$ cat src/rtl/cpu_seq_pkg.sv
// Shared encodings for the teaching-CPU control sequencer: opcodes, console modes,
// sequencer states, beat codes, 74181 function selects and the decoded control bundle.
package cpu_seq_pkg;

    typedef enum logic [3:0] {
        OP_NOP = 4'h0, OP_ADD = 4'h1, OP_SUB = 4'h2, OP_AND = 4'h3,
        OP_INC = 4'h4, OP_LD  = 4'h5, OP_ST  = 4'h6, OP_JC  = 4'h7,
        OP_JZ  = 4'h8, OP_JMP = 4'h9, OP_OUT = 4'hA, OP_OR  = 4'hB,
        OP_CMP = 4'hC, OP_MOV = 4'hD, OP_STP = 4'hE, OP_RSV = 4'hF
    } opcode_t;

    localparam logic [2:0] MODE_RUN  = 3'b000;
    localparam logic [2:0] MODE_WMEM = 3'b001;
    localparam logic [2:0] MODE_RMEM = 3'b010;
    localparam logic [2:0] MODE_RREG = 3'b011;
    localparam logic [2:0] MODE_WREG = 3'b100;
    localparam logic [2:0] MODE_STEP = 3'b101;

    typedef enum logic [2:0] {
        ST_IDLE, ST_CON0, ST_CON1, ST_EXEC, ST_HALT
    } state_t;

    localparam logic [2:0] W1 = 3'b001;
    localparam logic [2:0] W2 = 3'b010;
    localparam logic [2:0] W3 = 3'b100;

    localparam logic [3:0] S_PASS_A = 4'b1111;
    localparam logic [3:0] S_PASS_B = 4'b1010;
    localparam logic [3:0] S_ADD    = 4'b1001;
    localparam logic [3:0] S_SUB    = 4'b0110;
    localparam logic [3:0] S_AND    = 4'b1011;
    localparam logic [3:0] S_OR     = 4'b1110;
    localparam logic [3:0] S_INC    = 4'b0000;

    // halt is internal only: it marks the STP beat so the sequencer parks in HALT.
    typedef struct packed {
        logic       selctl, drw, lpc, pcinc, pcadd, lar, arinc, lir;
        logic       ldz, ldc, cin, m, memw, abus, sbus, mbus;
        logic       short_beat, long_beat, halt;
        logic [3:0] s;
    } ctl_t;

endpackage

$ cat src/rtl/cpu_seq_decode.sv
// Instruction decoder: opcode, beat and ALU flags to the datapath control bundle.
// Extended opcodes (OUT/OR/CMP/MOV) collapse to NOP when EXT_ISA is 0.
module cpu_seq_decode
    import cpu_seq_pkg::*;
#(
    parameter int EXT_ISA = 1
) (
    input  logic [3:0] opcode,
    input  logic [2:0] w,
    input  logic       c,
    input  logic       z,
    output ctl_t       ctl
);

    localparam bit EXT = (EXT_ISA != 0);

    always_comb begin
        // NOTE: the all-zero default ahead of the case keeps every field assigned on every path, so no latch is inferred.
        ctl = '0;
        if (w == W1) begin
            ctl.lir   = 1'b1;
            ctl.pcinc = 1'b1;
        end else if (w == W2) begin
            case (opcode_t'(opcode))
                OP_ADD: begin ctl.s = S_ADD; ctl.cin = 1'b1; ctl.abus = 1'b1; ctl.drw = 1'b1; ctl.ldz = 1'b1; ctl.ldc = 1'b1; end
                OP_SUB: begin ctl.s = S_SUB; ctl.abus = 1'b1; ctl.drw = 1'b1; ctl.ldz = 1'b1; ctl.ldc = 1'b1; end
                OP_AND: begin ctl.s = S_AND; ctl.m = 1'b1; ctl.abus = 1'b1; ctl.drw = 1'b1; ctl.ldz = 1'b1; end
                OP_INC: begin ctl.s = S_INC; ctl.abus = 1'b1; ctl.drw = 1'b1; ctl.ldz = 1'b1; ctl.ldc = 1'b1; end
                OP_LD:  begin ctl.s = S_PASS_B; ctl.m = 1'b1; ctl.abus = 1'b1; ctl.lar = 1'b1; ctl.long_beat = 1'b1; end
                OP_ST:  begin ctl.s = S_PASS_A; ctl.m = 1'b1; ctl.abus = 1'b1; ctl.lar = 1'b1; ctl.long_beat = 1'b1; end
                OP_JC:  ctl.pcadd = c;
                OP_JZ:  ctl.pcadd = z;
                OP_JMP: begin ctl.s = S_PASS_A; ctl.m = 1'b1; ctl.abus = 1'b1; ctl.lpc = 1'b1; end
                OP_OUT: if (EXT) begin ctl.s = S_PASS_B; ctl.m = 1'b1; ctl.abus = 1'b1; end
                OP_OR:  if (EXT) begin ctl.s = S_OR; ctl.m = 1'b1; ctl.abus = 1'b1; ctl.drw = 1'b1; ctl.ldz = 1'b1; end
                OP_CMP: if (EXT) begin ctl.s = S_SUB; ctl.ldz = 1'b1; ctl.ldc = 1'b1; end
                OP_MOV: if (EXT) begin ctl.s = S_PASS_B; ctl.m = 1'b1; ctl.abus = 1'b1; ctl.drw = 1'b1; end
                OP_STP: ctl.halt = 1'b1;
                default: ;
            endcase
        end else if (w == W3) begin
            case (opcode_t'(opcode))
                OP_LD:  begin ctl.mbus = 1'b1; ctl.drw = 1'b1; end
                OP_ST:  begin ctl.s = S_PASS_B; ctl.m = 1'b1; ctl.abus = 1'b1; ctl.memw = 1'b1; end
                default: ;
            endcase
        end
    end

endmodule

$ cat src/rtl/cpu_seq.sv
// Hardwired control sequencer: owns the W1-W3 beat counter, console modes with a
// register-index counter, run/single-step execution and HALT. State moves on falling T3.
module cpu_seq
    import cpu_seq_pkg::*;
#(
    parameter  int NREG    = 4,
    parameter  int EXT_ISA = 1,
    localparam int RW      = $clog2(NREG),
    localparam int IW      = 4 + 2 * RW
) (
    input  logic          T3,
    input  logic          CLR,
    input  logic [2:0]    SW,
    input  logic          START,
    input  logic [IW-1:0] IR,
    input  logic          C,
    input  logic          Z,
    output logic [2:0]    W,
    output logic          SELCTL, DRW, LPC, PCINC, PCADD, LAR, ARINC, LIR, LDZ, LDC,
    output logic          CIN, M, MEMW, ABUS, SBUS, MBUS, SHORT, LONG, STOP,
    output logic [3:0]    S,
    output logic [2*RW-1:0] SEL
);

    state_t          state;
    logic [2:0]      w_q;
    logic [RW-1:0]   idx;
    logic [2:0]      mode;
    logic            hold;

    ctl_t            dec, ctl;
    logic            stop, run_mode, last_beat;
    logic [2*RW-1:0] sel;

    cpu_seq_decode #(.EXT_ISA(EXT_ISA)) u_decode (
        .opcode (IR[IW-1:IW-4]),
        .w      (w_q),
        .c      (C),
        .z      (Z),
        .ctl    (dec)
    );

    // hold parks the sequencer between console beats and after a single-stepped instruction.
    always_comb begin
        ctl      = '0;
        sel      = '0;
        stop     = (state == ST_IDLE) || (state == ST_HALT) || hold;
        run_mode = (mode == MODE_RUN) || (mode == MODE_STEP);
        if (!stop) begin
            case (state)
                ST_CON0, ST_CON1: begin
                    case (mode)
                        MODE_WREG: begin ctl.selctl = 1'b1; ctl.sbus = 1'b1; ctl.drw = 1'b1; sel = {idx, {RW{1'b0}}}; end
                        MODE_RREG: begin ctl.selctl = 1'b1; sel = {idx, idx + RW'(1)}; end
                        MODE_WMEM, MODE_RMEM: begin
                            if (state == ST_CON0) begin
                                ctl.sbus = 1'b1; ctl.lar = 1'b1; ctl.short_beat = 1'b1;
                            end else begin
                                ctl.arinc = 1'b1;
                                ctl.sbus  = (mode == MODE_WMEM);
                                ctl.memw  = (mode == MODE_WMEM);
                                ctl.mbus  = (mode == MODE_RMEM);
                            end
                        end
                        default: begin ctl.sbus = 1'b1; ctl.lpc = 1'b1; ctl.short_beat = 1'b1; end
                    endcase
                end
                ST_EXEC: begin
                    ctl = dec;
                    sel = IR[2*RW-1:0];
                end
                default: ;
            endcase
        end
        last_beat = ((w_q == W2) && !ctl.long_beat) || (w_q == W3);
    end

    always_ff @(negedge T3 or posedge CLR) begin
        if (CLR) begin
            state <= ST_IDLE;
            w_q   <= W1;
            idx   <= '0;
            mode  <= MODE_RUN;
            hold  <= 1'b0;
        end else begin
            if (!stop) begin
                case (w_q)
                    W1:      w_q <= ctl.short_beat ? W1 : W2;
                    W2:      w_q <= ctl.long_beat ? W3 : W1;
                    default: w_q <= W1;
                endcase
            end
            case (state)
                ST_IDLE: if (START && (SW <= MODE_STEP)) begin
                    mode  <= SW;
                    state <= ST_CON0;
                end
                ST_CON0, ST_CON1: begin
                    if (hold) begin
                        if (START) hold <= 1'b0;
                    end else begin
                        if (mode == MODE_WREG)      idx <= idx + RW'(1);
                        else if (mode == MODE_RREG) idx <= idx + RW'(2);
                        if (run_mode) begin
                            state <= ST_EXEC;
                        end else begin
                            state <= ST_CON1;
                            hold  <= 1'b1;
                        end
                    end
                end
                ST_EXEC: begin
                    if (hold) begin
                        if (START) hold <= 1'b0;
                    end else if (last_beat) begin
                        if (ctl.halt)               state <= ST_HALT;
                        else if (mode == MODE_STEP) hold  <= 1'b1;
                    end
                end
                ST_HALT: if (START) state <= ST_EXEC;
                default: state <= ST_IDLE;
            endcase
        end
    end

    assign W      = w_q;
    assign STOP   = stop;
    assign SEL    = sel;
    assign S      = ctl.s;
    assign SELCTL = ctl.selctl;
    assign DRW    = ctl.drw;
    assign LPC    = ctl.lpc;
    assign PCINC  = ctl.pcinc;
    assign PCADD  = ctl.pcadd;
    assign LAR    = ctl.lar;
    assign ARINC  = ctl.arinc;
    assign LIR    = ctl.lir;
    assign LDZ    = ctl.ldz;
    assign LDC    = ctl.ldc;
    assign CIN    = ctl.cin;
    assign M      = ctl.m;
    assign MEMW   = ctl.memw;
    assign ABUS   = ctl.abus;
    assign SBUS   = ctl.sbus;
    assign MBUS   = ctl.mbus;
    assign SHORT  = ctl.short_beat;
    assign LONG   = ctl.long_beat;

endmodule
$ cat config.mk
export PLATFORM = sky130hd
export DESIGN_NAME = cpu_seq
export DESIGN_NICKNAME = d
export VERILOG_FILES = /design/src/rtl/cpu_seq_pkg.sv /design/src/rtl/cpu_seq_decode.sv /design/src/rtl/cpu_seq.sv
export SDC_FILE = /design/constraint.sdc
export NUM_CORES = 1
export LEC_CHECK = 0
export ABC_AREA = 1
export CAP_MARGIN = 20
export CORE_MARGIN = 2
export CORE_UTILIZATION = 40
export CTS_BUF_LIST = sky130_fd_sc_hd__clkbuf_4
export DETAILED_ROUTE_END_ITERATION = 16
export PLACE_DENSITY = 0.73
export SETUP_SLACK_MARGIN = 0.3
export SYNTH_ARGS = -nofsm -noshare
export SYNTH_HDL_FRONTEND = slang
export SYNTH_HIERARCHICAL = 1
export SYNTH_SLANG_ARGS = --single-unit
$ cat constraint.sdc
create_clock -name T3 -period 1.47 [get_ports T3]
set_input_delay 0.294 -clock T3 [delete_from_list [all_inputs] [get_ports T3]]
set_output_delay 0.294 -clock T3 [all_outputs]
set_load 0.03 [all_outputs]
==> flow_metrics.env, run 1 <==
export IMPL_synth_area_leaders="nand2_1 (19%), dfrtn_1 (18%), nor2_1 (12%)"
export IMPL_synth_edf_count=0
export IMPL_synth_seq_cells=12
export IMPL_ioPinCount=46
export IMPL_dpl_hpwl_mm=3.93
export IMPL_worst_endpoint="SEL[2]"
export IMPL_netlist_instances=270
export IMPL_cts_sinks=12
export IMPL_status="stopped before the end"
export IMPL_gp_congestion=0.898
export IMPL_synth_cell_type_count=30
export IMPL_async_flop_share=1.00
export IMPL_root_buffer="clkbuf_4"
export IMPL_dieWidth_um=65.3
export IMPL_seq_area_frac_synth=0.201
export IMPL_grt_max_degree=13
export IMPL_yosys_warnings=6
export IMPL_stop_error="[ERROR DPL-0038] Utilization greater than 100%, impossible to legalize"
export IMPL_start_util=0.413
export IMPL_lastStage="global routing (5_1_grt)"
export IMPL_netlist_area_sq_um=1500
export IMPL_rows=22
export IMPL_syn_area_per_cell_sq_um=5.56
export IMPL_netlist_area_leader_share=0.190
export IMPL_h_tree_depth=1
export IMPL_die_h_um=65.3
export IMPL_cts_buffers=3
export IMPL_port_buffers=45
export IMPL_synth_main_ff_cell="dfrtn_1"
export IMPL_clockBufferDepth=2
export IMPL_postCtsHoldBufs=0
export IMPL_worst_endpoint_kind="primary output"
export IMPL_yosys_area_top_type="nand2_1"
==> timing repair <==
item / in CTS
pin swaps: 47
gates cloned: 3
hold endpoints to repair: 0
setup buffers: 25
resized for setup: 134
setup endpoints to repair: 42
==> metrics by stage <==
stage | TNS [ns] | std cells | instance area (sq um) | worst slack (ns)
2_1_floorplan | -28.04 | 273 | 1850 | -0.978
3_3_place_gp | -35.35 | 427 | 2760 | -1.28
3_5_place_dp | -36.41 | 427 | 2760 | -1.37
4_1_cts | -37.55 | 459 | 3390 | -1.25
==> Yosys cell counts, types with 2 or more instances <==
cell      count
nand2_1      76
nor2_1       48
inv_1        35
a21oi_1      19
nand3_1      14
dfrtn_1      11
inv_2        10
buf_4         6
nor3_1        5
o21ai_0       5
buf_2         4
nand3_2       4
nor2_2        4
nor2_4        4
nand2_2       3
nand4_1       3
o21ai_1       3
a22oi_1       2
o211ai_1      2
xor2_1        2
==> cell families after synthesis <==
logic type / after synthesis / synth area share
AOI/OAI and AO/OA: 34 / 0.125
and+or+nand+nor: 165 / 0.498
other: 1 / 0.00250
xor gates and xnor gates: 3 / 0.0175
buffers and inverters: 55 / 0.156
DFF: 12 / 0.201
==> inputs of run 2 (changes only) <==
- CORE_UTILIZATION: 40 -> 25
- CTS_BUF_LIST: sky130_fd_sc_hd__clkbuf_4 -> unset
- PLACE_DENSITY: 0.73 -> unset
- PLACE_DENSITY_LB_ADDON: unset -> 0.15
- SETUP_SLACK_MARGIN: 0.3 -> unset
- clock period: 1.47 -> 1.9 ns (I/O delays scaled with it)
==> run 2 against run 1 <==
  * The flow now finishes, with violations (negative setup slack)
  * Synthesized area stayed put
  * Synthesized cell count stayed put
==> flow_metrics.env, run 2 <==
export IMPL_clockBufferDepth=2
export IMPL_setup_tns_ns=-31.76
export IMPL_dpl_hpwl_mm=4.07
export IMPL_path_class="reg -> out"
export IMPL_antenna_found_initial=0
export IMPL_grt_pass1_wl_mm=9.29
export IMPL_syn_area_per_cell_sq_um=5.56
export IMPL_maxCapViolCount=0
export IMPL_hold_class="reg -> reg"
export IMPL_rows=28
export IMPL_hold_viol_final=0
export IMPL_vias_per_cell=4.44
export IMPL_wl_mm=5.78
export IMPL_port_buffers=45
export IMPL_status="finished with violations"
export IMPL_synth_cell_type_count=30
export IMPL_end_kind="primary output"
export IMPL_violations="negative setup slack"
export IMPL_clock_skew_final_ns=0.0530
export IMPL_post_drt_wl_per_cell_um=11.8
export IMPL_postCtsHoldBufs=0
export IMPL_cts_tree="built"
export IMPL_netlist_area_leader_share=0.190
export IMPL_ant_nets=0
export IMPL_netlist_instances=270
export IMPL_path_clk_slew_ns=0.05
export IMPL_whs_ns=0.581
export IMPL_path_max_fanout=4
export IMPL_clk_latency_ns=0.31
export IMPL_area_growth_pct=125
export IMPL_synth_common_cells="nand2_1 (76), nor2_1 (48), inv_1 (35)"
export IMPL_cp_start_kind="flop"
export IMPL_power_per_cell_area_nw_per_um2=1310
export IMPL_worst_path_largest_cell_delay_ns=0.51
export IMPL_synth_seq_cells=12
export IMPL_setup_violations=36
export IMPL_vias=2169
export IMPL_layout_setup_ws_ns=-1.11
export IMPL_yosys_warnings=6
export IMPL_netlist_area_sq_um=1500
export IMPL_drt_pass1_iterations=4
export IMPL_synth_main_ff_cell="dfrtn_1"
export IMPL_cts_sinks=12
export IMPL_yosys_area_top_type="nand2_1"
export IMPL_die_h_um=81.5
export IMPL_seq_area_frac_synth=0.201
export IMPL_drive_gt1_frac=0.589
export IMPL_first_global_vias=2052
export IMPL_gp_congestion=0.869
export IMPL_start_util=0.257
export IMPL_yosysMostFrequentCell="nand2_1"
export IMPL_synth_edf_count=0
export IMPL_h_tree_depth=1
export IMPL_root_buffer="clkbuf_8"
export IMPL_grt_max_degree=13
export IMPL_p_leak_nw=1.60
export IMPL_first_iter_violations=43
export IMPL_grt_overflow_total=0
export IMPL_cts_buffers=3
export IMPL_grt_usage=0.180
export IMPL_final_cell_mix="buf_4 (84), nand2_1 (61), buf_6 (42)"
export IMPL_synth_area_leaders="nand2_1 (19%), dfrtn_1 (18%), nor2_1 (12%)"
export IMPL_cp_data_required_time_ns=1.52
export IMPL_slew_violations=0
export IMPL_route_detailed_drc=0
export IMPL_crit_arrival_ns=2.63
export IMPL_ir_drop_v=0.000590
export IMPL_dieWidth_um=81.5
export IMPL_dieArea_sq_um=6640
export IMPL_crit_chain="buf_6 > nor2_4 > nor2_4 > nand3b_1 > buf_4 > a21oi_4 > buf_6"
export IMPL_rsz0062_at_grt="true"
export IMPL_ioPinCount=46
export IMPL_async_flop_share=1.00
export IMPL_num_nets_final=431
export IMPL_antenna_cells=0
export IMPL_final_common_cell="buf_4"
export IMPL_coreArea_sq_um=5850
export IMPL_slowest_stage="dfrtn_1"
==> run 2: power by group <==
group / internal, mW / switching [mW]
combinational: 1.68 / 1.95
clock: 0.186 / 0.105
sequential: 0.381 / 0.120
total: 2.25 / 2.17
==> run 2: layout make-up <==
cell class / instances / area, sq um
clock buffers: 4 / 55.1
clock inverters: 1 / 3.75
well taps: 75 / 93.8
multi-input cells: 206 / 1360
fillers: 550 / 2470
repair inverters: 2 / 27.5
inverters: 44 / 201
flip-flops and latches: 12 / 302
repair buffers: 145 / 1340
==> run 2: repair_timing <==
| item | 4_1_cts | 5_1_grt |
|---|---|---|
| pin swaps | 45 | 22 |
| cloned | 3 | 0 |
| setup buffers | 18 | 11 |
| gates resized for setup | 104 | 18 |
| setup endpoints to repair | 39 | 39 |
==> run 2: final timing paths <==
| kind | start | end | slack (ns) | cells after the start |
|---|---|---|---|---|
| worst max-delay path | state[1]$_DFFE_NP0P_ | LPC | -1.11 | 7 |
| worst min-delay path | idx[1]$_DFFE_NP0P_ | idx[1]$_DFFE_NP0P_ | 0.58 | 2 |
| worst max register to register | W[1]$_DFFE_NP0P_ | hold$_DFFE_NP0N_ | 0.16 | 9 |
| worst min register to register | idx[1]$_DFFE_NP0P_ | idx[1]$_DFFE_NP0P_ | 0.58 | 2 |
| max in group asynchronous | CLR | mode[0]$_DFFE_NP0P_ | 0.44 | 3 |
| min in group asynchronous | CLR | W[1]$_DFFE_NP0P_ | 1.30 | 3 |
==> run 2: metrics by stage <==
| step | cells | total power [mW] | setup WS, ns | cell area (sq um) | util |
|---|---|---|---|---|---|
| 2_1_floorplan | 273 | 2.25 | -0.849 | 1820 | - |
| 3_3_place_gp | 453 | 3.20 | -1.24 | 2740 | 0.468 |
| 3_5_place_dp | 453 | 3.20 | -1.20 | 2740 | 0.468 |
| 4_1_cts | 478 | 4.24 | -1.09 | 3280 | 0.560 |
| 5_1_grt | 489 | 4.74 | -1.17 | 3380 | 0.578 |
| 6_report | 489 | 4.43 | -1.11 | 3380 | 0.578 |
==> run 2: worst max-delay path, delay by kind of cell (launching register included) <==
| family | cells | cell delay (ns) |
|---|---|---|
| AND/OR/NAND/NOR | 3 | 0.29 |
| AO/OA/AOI/OAI | 1 | 0.16 |
| flip-flops | 1 | 0.51 |
| buffers and inverters | 3 | 0.45 |
==> run 2: cell families after synthesis <==
group / synth area share
AOI/OAI and AO/OA: 0.125
other: 0.00250
DFF: 0.201
buffers and inverters: 0.156
and+or+nand+nor: 0.498
xor gates and xnor gates: 0.0175
==> run 2: per-layer routing <==
layer  track usage  vias up  part of all wire
li1              -     1116                 -
met5             0        -                 0
met2         0.327       50              0.52
met1         0.225      995              0.43
met3        0.0154        8             0.038
met4        0.0508        0             0.014
No activity file was read; power rests on OpenSTA's default activity.
==> inputs of run 3 (changes only) <==
- CTS_BUF_LIST: unset -> sky130_fd_sc_hd__clkbuf_4
==> run 3 against run 2 <==
  * The run still ends with negative setup slack left
  * Die area unchanged
  * Critical path depth unchanged
  * Setup slack worse by 0.037 ns
  * Critical endpoint unchanged
  * Largest cell class unchanged
==> flow_metrics.env, run 3 (synthesized netlist as in run 2, its figures left out) <==
export IMPL_cts_tree="built"
export IMPL_dp_cells=453
export IMPL_power_per_cell_area_nw_per_um2=1290
export IMPL_ant_nets=0
export IMPL_critPathBufInv=3
export IMPL_gp_congestion=0.869
export IMPL_hold_viol_final=0
export IMPL_vias_per_cell=4.43
export IMPL_slowest_stage="dfrtn_1"
export IMPL_first_iter_violations=33
export IMPL_start_util=0.257
export IMPL_status="finished with violations"
export IMPL_final_common_cell="buf_4"
export IMPL_path_clk_slew_ns=0.06
export IMPL_maxCapViolCount=0
export IMPL_vias=2173
export IMPL_setup_violations=36
export IMPL_grt_pass1_wl_mm=9.37
export IMPL_crit_chain="buf_6 > nor2_4 > nor2_4 > nand3b_1 > buf_4 > a21oi_4 > buf_6"
export IMPL_clk_latency_ns=0.34
export IMPL_rsz0062_at_grt="true"
export IMPL_end_kind="primary output"
export IMPL_crit_arrival_ns=2.66
export IMPL_hold_class="reg -> reg"
export IMPL_root_buffer="clkbuf_4"
export IMPL_wl_mm=5.82
export IMPL_dpl_hpwl_mm=4.07
export IMPL_cts_buffers=3
export IMPL_post_drt_wl_per_cell_um=11.9
export IMPL_whs_ns=0.585
export IMPL_grt_usage=0.181
export IMPL_violations="negative setup slack"
export IMPL_dieWidth_um=81.5
export IMPL_path_class="reg -> out"
export IMPL_clock_skew_final_ns=0.0597
export IMPL_cts_sinks=12
export IMPL_final_cell_mix="buf_4 (80), nand2_1 (60), buf_6 (47)"
export IMPL_cp_data_required_time_ns=1.52
export IMPL_antenna_cells=0
export IMPL_rows=28
export IMPL_layout_setup_ws_ns=-1.14
export IMPL_clockBufferDepth=2
export IMPL_drive_gt1_frac=0.600
export IMPL_area_growth_pct=127
export IMPL_antenna_found_initial=0
export IMPL_port_buffers=45
export IMPL_grt_overflow_total=0
export IMPL_h_tree_depth=1
export IMPL_ioPinCount=46
export IMPL_fin_cells=490
export IMPL_first_global_vias=2057
export IMPL_coreArea_sq_um=5850
export IMPL_setup_tns_ns=-32.92
export IMPL_num_nets_final=432
export IMPL_path_max_fanout=4
export IMPL_die_h_um=81.5
export IMPL_slew_violations=0
export IMPL_worst_path_largest_cell_delay_ns=0.53
export IMPL_p_leak_nw=1.61
export IMPL_drt_pass1_iterations=6
export IMPL_cp_start_kind="flop"
export IMPL_grt_max_degree=13
export IMPL_path_delay_family="flip-flops"
export IMPL_route_detailed_drc=0
export IMPL_dieArea_sq_um=6640
export IMPL_ir_drop_v=0.000592
-- run 3: cell count changes in the layout (fill, tap and decap cells not counted), sizes merged --
cell	before	now
inv	47	48
-- run 3: final timing paths --
path                                 startpoint  slack [ns]  depth (start not counted)                   to
setup / recovery           state[1]$_DFFE_NP0P_       -1.14                          7                  LPC
hold / removal               idx[1]$_DFFE_NP0P_        0.58                          2   idx[1]$_DFFE_NP0P_
setup reg to reg               W[1]$_DFFE_NP0P_        0.07                         10     hold$_DFFE_NP0N_
hold reg to reg              idx[1]$_DFFE_NP0P_        0.58                          2   idx[1]$_DFFE_NP0P_
max in group asynchronous                   CLR        0.47                          3  mode[2]$_DFFE_NP0P_
min in group asynchronous                   CLR        1.27                          3     W[1]$_DFFE_NP0P_
-- run 3: layout make-up --
cell class / instances / area [sq um]
clock buffer: 3 / 22.5
clock inverter: 2 / 7.51
fill: 546 / 2440
inverter: 44 / 204
multi-input combinational: 206 / 1390
sequential: 12 / 302
tap: 75 / 93.8
timing repair buffer: 146 / 1370
timing repair inverter: 2 / 27.5
-- run 3: metrics by stage --
step	setup WS, ns	cell area (sq um)	total power [mW]	utilization
2_1_floorplan	-0.849	1820	2.25	-
3_3_place_gp	-1.24	2740	3.20	0.468
3_5_place_dp	-1.20	2740	3.20	0.468
4_1_cts	-1.12	3250	4.13	0.555
5_1_grt	-1.21	3410	4.73	0.583
6_report	-1.14	3410	4.40	0.583
-- run 3: metal layers --
layer / track usage / part of all wire / vias to the layer above
met2: 0.333 / 0.53 / 38
met1: 0.228 / 0.43 / 1005
met3: 0.0143 / 0.033 / 7
met5: 0 / 0 / -
li1: - / - / 1123
met4: 0.0424 / 0.011 / 0
-- run 3: report_power, final --
part           switching (mW)  leakage (nW)  internal [mW]
Sequential              0.119         0.144          0.380
Combinational            1.99          1.44           1.73
Clock                  0.0992        0.0234         0.0798
-- run 3: what timing repair did --
action,CTS,global route
hold buffers,0,0
hold endpoints to repair,0,0
gates cloned,3,0
resized for setup,104,30
endpoints found under the setup margin,39,39
setup buffers,18,12
pin swaps,45,27
-- run 3: worst register-to-register path, delay by kind of cell, from the launching register on --
kind	cells	cell delay, ns
buffers and inverters	3	0.46
flip-flops	1	0.53
AND/OR/NAND/NOR	7	0.71
==> inputs of run 4 (changes only) <==
- CTS_BUF_LIST: sky130_fd_sc_hd__clkbuf_4 -> unset
==> results of run 4 <==
The final DEF is identical to that of run 2; final timing and power are the same.
